==> config.mk <==
export PLATFORM = sky130hd
export DESIGN_NAME = cdc_hs_tx_ctrl
export DESIGN_NICKNAME = d
export VERILOG_FILES = /design/src/rtl/cdc_hs_tx_ctrl.sv
export SDC_FILE = /design/constraint.sdc
export NUM_CORES = 1
export LEC_CHECK = 0
export CAP_MARGIN = 20
export CORE_UTILIZATION = 43
export DETAILED_ROUTE_END_ITERATION = 12
export GPL_ROUTABILITY_DRIVEN = 1
export PLACE_DENSITY_LB_ADDON = 0.12
export REMOVE_ABC_BUFFERS = 1
export SYNTH_ARGS = -nofsm -noshare
export SYNTH_HDL_FRONTEND = slang
export SYNTH_SLANG_ARGS = --single-unit
==> constraint.sdc <==
create_clock -name CLK -period 2.1 [get_ports CLK]
set_input_delay 0.21 -clock CLK [delete_from_list [all_inputs] [get_ports CLK]]
set_output_delay 0.21 -clock CLK [all_outputs]
set_load 0.01 [all_outputs]
==> src/rtl/cdc_hs_tx_ctrl.sv <==
// Source side of a 4-phase REQ/ACK word transfer across clock domains.
// Optional handshake timeout: define CDC_HS_TIMEOUT_EN.
module cdc_hs_tx_ctrl #(
  parameter int W           = 8,
  parameter int SYNC_STAGES = 2,
  parameter int TO_CYCLES   = 1024
) (
  input  logic         CLK,
  input  logic         RSTn,
  input  logic         CE,
  input  logic         IN_VALID,
  input  logic [W-1:0] IN_DATA,
  output logic         IN_READY,
  output logic [W-1:0] TX_DATA,
  output logic         REQ,
  input  logic         ACK_ASYNC,
  output logic         BUSY,
  output logic         DONE,
  output logic         ERR
);

  if (SYNC_STAGES < 2 || SYNC_STAGES > 4 || TO_CYCLES < 2)
  begin : g_param_chk
    $error("cdc_hs_tx_ctrl: illegal parameters");
  end

  typedef enum logic [1:0] {
    IDLE,
    REQ_HI,
    REQ_LO
  } state_t;

  state_t                 state;
  logic [SYNC_STAGES-1:0] sync_q;
  logic                   ack_s;

  assign ack_s    = sync_q[SYNC_STAGES-1];
  assign IN_READY = (state == IDLE) && !ack_s;
  assign BUSY     = (state != IDLE);

`ifdef CDC_HS_TIMEOUT_EN
  localparam int CW = (TO_CYCLES > 2) ? $clog2(TO_CYCLES) : 1;

  logic [CW-1:0] cnt;
  logic          err_q;
  logic          to_hit;

  assign to_hit = BUSY && (cnt == CW'(TO_CYCLES - 1));
  assign ERR    = err_q;
`else
  assign ERR = 1'b0;
`endif

  always_ff @(posedge CLK) begin
    if (!RSTn) begin
      state   <= IDLE;
      REQ     <= 1'b0;
      TX_DATA <= '0;
      DONE    <= 1'b0;
      sync_q  <= '0;
`ifdef CDC_HS_TIMEOUT_EN
      cnt     <= '0;
      err_q   <= 1'b0;
`endif
    end else if (CE) begin
      sync_q <= {sync_q[SYNC_STAGES-2:0], ACK_ASYNC};
      DONE   <= 1'b0;
`ifdef CDC_HS_TIMEOUT_EN
      cnt    <= BUSY ? cnt + 1'b1 : '0;
`endif
      unique case (state)
        IDLE: begin
          if (IN_VALID && IN_READY) begin
            TX_DATA <= IN_DATA;
            REQ     <= 1'b1;
            state   <= REQ_HI;
          end
        end
        REQ_HI: begin
          if (ack_s) begin
            REQ   <= 1'b0;
            state <= REQ_LO;
`ifdef CDC_HS_TIMEOUT_EN
            cnt   <= '0;
`endif
          end
        end
        REQ_LO: begin
          if (!ack_s) begin
            DONE  <= 1'b1;
            state <= IDLE;
`ifdef CDC_HS_TIMEOUT_EN
            cnt   <= '0;
`endif
          end
        end
        default: begin
          REQ   <= 1'b0;
          state <= IDLE;
        end
      endcase
`ifdef CDC_HS_TIMEOUT_EN
      // Abort wins over any handshake progress this edge.
      if (to_hit) begin
        err_q <= 1'b1;
        REQ   <= 1'b0;
        DONE  <= 1'b0;
        cnt   <= '0;
        state <= IDLE;
      end
`endif
    end
  end

endmodule

After elaboration in Yosys (flattened, before gate mapping)
Cells that the tools add are included.
- bits of input ports: 13
- ROM bits: 0
- bits in latches: 0
- bits in writable memories: 0
- flip-flop bits (word level): 14
- memories: 0
- add/subtract/negate cells: 0
- bitwise logic cells: 1
- order comparisons: 0
- equality and inequality tests: 5
- mux-type cells: 9
- reduce and logical (&&, ||, !) cells: 8
- div/mod/pow operators: 0
- $mul: 0
- shift-type cells: 0
- operator list (cell ; count):
    4-bit AND reduction ; 2
    2-bit two-way mux ; 3
    2-bit case mux with 3 select lines ; 1
    1-bit two-way mux ; 4
    2-bit != test (second input constant) ; 2
    1-bit case mux with 3 select lines ; 1
    3-bit AND reduction ; 1
    2-bit by 1-bit == test with 1-bit output (second input constant) ; 1
    2-bit == test (second input constant) ; 1
    1-bit logical AND ; 2
    2-bit logical NOT ; 1
    2-bit by 1-bit != test with 1-bit output (second input constant) ; 1
    2-bit nonzero test ; 1
    1-bit logical NOT ; 1
    1-bit inverter ; 1

Longest topological paths before layout
- depth after elaboration: 5
- gate-level depth with buffers: 4

Worst setup path after synthesis
OpenSTA, ideal clock, no wires.
- path kind: register to register
- start: reg state[0]
- end: reg TX_DATA[0]
- setup slack: 928 ps
- clock period less this slack: 1172 ps
- cell stages (with the launch flop): 5
- arrival time: 1101 ps
- cells stage by stage: dfxtp_1 nor3_2 and3_1 buf_6 mux2i_1
- longest elaborated chain between the ends: 4
- ends and longest elaborated chain (item ; RTL line ; RTL):
    from (decl) ; 33 ; state_t state;
    from (signal assigned) ; 56 ; state <= IDLE;
    from (signal assigned) ; 76 ; state <= REQ_HI;
    from (signal assigned) ; 82 ; state <= REQ_LO;
    2-bit logical NOT ; 38 ; assign IN_READY = (state == IDLE) && !ack_s;
    1-bit logical AND ; 38 ;
    via IN_READY ; 13 ; output logic IN_READY,
    1-bit logical AND ; 73 ; if (IN_VALID && IN_READY) begin
    3-bit AND reduction (no line) ; n/a ;
    to (signal assigned) ; 58 ; TX_DATA <= '0;
    to (signal assigned) ; 74 ; TX_DATA <= IN_DATA;
    to (decl) ; 14 ; output logic [W-1:0] TX_DATA,
The timed path passes the listed nets, and every way through them passes these cells.
A chain may end at the register's enable or synchronous reset.

Worst setup path in the final report
- start: reg state[0]
- end: out IN_READY
- longest elaborated chain between the ends: 2
- ends and longest elaborated chain (item ; RTL line):
    2-bit logical NOT ; 38
    1-bit logical AND ; 38
    to (decl) ; 13
No other way between the ends.

==> results.md <==
* Fraction of synthesized cell area in xor and xnor cells at 0
* Sequential element share of the synthesized area at 0.460
* Vias at 524
* Worst min path class: flop to flop
* CTS root buf: clkbuf_4
* GRT Residual Overflow at 0
* Int Pwr at 449 µW
* Die Area at 1570 µm²
* CP Cell Sequence: nor3_2, clkdlybuf4s50_1
* Final setup TNS at 0 ps
* First-pass iteration count of the detailed router at 2
* Crit path kind: flop to primary output
* Maximum VDD drop at 0.465 mV
* Die span in y at 39.6 µm
* Later-pin clock latency in the skew report at 280 ps
* TritonCTS clock tree: done
* Area of the core at 1320 µm²
* Setup violators final at 0
* F_max at 610 MHz
* Sequential share of power at 0.499
* Compound-gate portion of the synthesized area at 0.0575
* P_leak at 0.000338 µW
* Distinct cells, synth at 24
* Comb pwr share at 0.175
* CTS Buffer Depth at 2
* H-tree depth at 1
* I/O pin cnt at 26
* Setup Fix Bufs, Post-CTS at 0
* Relative max-transition margin at 0.520
* Resized Gates After CTS at 0
* Via density at 4.90
* Min Tclk post-route at 1640 ps
* Die width at 39.6 µm
* DRT antenna net count at 0
* Clk sinks at 14
* Synth Cell Area at 609 µm²
* Hold buffer count at cts at 0
* Initial cell density of the core at 0.462
* Syn-to-layout area delta at 44.6%
* CP Data Arrival Time at 1430 ps
* Post-Syn Area per Cell at 8.96 µm²
* Critical path's top delay family: buffers and inverters
* Clock power share at 0.325
* Cell count after synthesis at 68
* GP Congestion at 0.764
* Vias in the first global route at 448
* Power Density at 660 nW/µm²
* Crit-path max cell delay at 560 ps
* Post-Synth Adder-Cell Area at 0
* Warnings, synthesis at 0
* First-pass GRT wire length at 1830 µm
* IO Port Bufs at 24
* Clock Skews at 6.01 ps
* Worst setup EP type: primary output
* Fin nets at 106
* Sw Ratio at 0.228
* Largest net degree at the start of global routing at 25
* Psw at 132 µW
* Global router's overall resource usage at 0.181
* Worst Path Max Fanout at 7
* Initial DRC Count at 1
* Crit path required time at 1890 ps
* ANT cells at 0
* Critical path's slowest cell: clkdlybuf4s50_1
* Worst Hold Slack at 464 ps
* CP Launch Type: flop
* Fin. Hold Viols at 0
* Yosys reg bits at 14
* Main combinational cell family by area after synthesis: simple AND/OR/NAND/NOR gates
* Unrepaired setup endpoints after global routing: no
* Drt total wl at 1110 µm
* Wire length per cell at 10.3 µm
* Antenna violations before repair at 0
* Max Transition Viols Final at 0
* Simple-Gate Fraction of Synth Area at 0.236
* FP Rows at 13
* Share of cells above drive strength 1 at 0.0761
* Max cap viols at 0
* Total CTS buffers at 3
* Tcrit/Tclk final at 0.781
* Clock slew at reported path FFs at 80 ps
* Worst path bufs/invs at 1
* Mux cell area share after synthesis at 0.183
* Status: complete, no violations
* DP HPWL at 788 µm
* Slew @ Worst Pin at 717 ps
* Post-route DRC at 0
## sequential cells by signal, indices dropped and copies added (netlist names)
register	cells
state	2
TX_DATA	8
REQ	1
DONE	1
sync_q	2
## per-stage QoR
stage	total power (µW)	setup WS, ps	utilization	cell area (µm²)	instances
5_1_grt	613	375	0.669	881	107
3_5_place_dp	400	570	0.641	845	103
3_3_place_gp	398	617	0.641	845	103
4_1_cts	592	449	0.669	881	107
2_1_floorplan	335	794	-	578	63
6_report	582	461	0.669	881	107
## cells in the mapped netlist, drive strengths merged
cell type | number | share of area
a31oi | 1 | 0.010
dfxtp | 14 | 0.46
and3b | 1 | 0.014
mux2i | 10 | 0.16
o21ai | 3 | 0.025
a21oi | 1 | 0.0082
conb | 1 | 0.0062
nor3 | 1 | 0.016
or2 | 1 | 0.010
and3 | 1 | 0.010
nand3b | 1 | 0.012
nand2 | 19 | 0.12
and2 | 1 | 0.010
nand3 | 1 | 0.0082
buf | 3 | 0.039
nand2b | 1 | 0.010
inv | 1 | 0.0062
nor2 | 1 | 0.0062
nor2b | 2 | 0.021
o32ai | 1 | 0.014
mux2 | 1 | 0.018
clkbuf | 2 | 0.012
## metal layers
metal  share of wire  GRT usage  vias to the layer above
met2            0.50      0.299                       14
li1                -          -                      272
met4           0.011     0.0776                        0
met5               0          0                        -
met3           0.054     0.0852                        2
met1            0.44      0.193                      236
## cell usage in the layout (no fill, tap or decap)
cell type | synthesis | final
nand3_1 | 1 | 1
nor2_1 | 1 | 1
inv_1 | 1 | 1
clkbuf_8 | 0 | 1
nand2b_1 | 1 | 1
and3b_1 | 1 | 1
o32ai_1 | 1 | 1
o21ai_1 | 3 | 3
and3_1 | 1 | 1
and2_1 | 1 | 1
nor2b_1 | 2 | 2
clkbuf_4 | 0 | 3
mux2i_1 | 10 | 10
dfxtp_1 | 14 | 14
mux2_2 | 1 | 1
nor3_2 | 1 | 1
clkdlybuf4s50_1 | 0 | 24
or2_1 | 1 | 1
a21oi_1 | 1 | 1
conb_1 | 1 | 1
buf_4 | 1 | 1
nand3b_1 | 1 | 1
nand2_1 | 19 | 19
a31oi_1 | 1 | 1
## layout make-up
cell class                      count  area, µm²
Inverter                            1       3.75
Tap cell                           15       18.8
Sequential cell                    14        280
Multi-Input combinational cell     48        294
Timing Repair Buffer               25        248
Clock buffer                        4       36.3
Fill cell                         126        437
## worst min-delay path, stage by stage (launching register included)
cell and delay, ps:
dfxtp_1 310, nand2_1 50, mux2i_1 60
## power by group through the flow
stage	registers [µW]	logic, µW	clock network [µW]
6_report	290	102	189
5_1_grt	293	113	207
4_1_cts	291	104	197
3_5_place_dp	297	103	0
3_3_place_gp	297	102	0
2_1_floorplan	301	34.3	0
## worst paths after layout
path	start	end	slack (ps)	cells past startpoint
setup / recovery	state[0]$_SDFFE_PN0P_	IN_READY	460	2
hold / removal	TX_DATA[6]$_SDFFE_PN0P_	TX_DATA[6]$_SDFFE_PN0P_	460	2
setup reg to reg	state[0]$_SDFFE_PN0P_	TX_DATA[7]$_SDFFE_PN0P_	730	3
hold reg to reg	TX_DATA[6]$_SDFFE_PN0P_	TX_DATA[6]$_SDFFE_PN0P_	460	2
## kinds of logic after synthesis
kind of cell | count (synthesis)
buffers and inverters | 6
flip-flops | 14
multiplexers | 11
AND/OR/NAND/NOR | 30
other | 1
AO/OA/AOI/OAI | 6
Power figures use the tool's default switching activity.
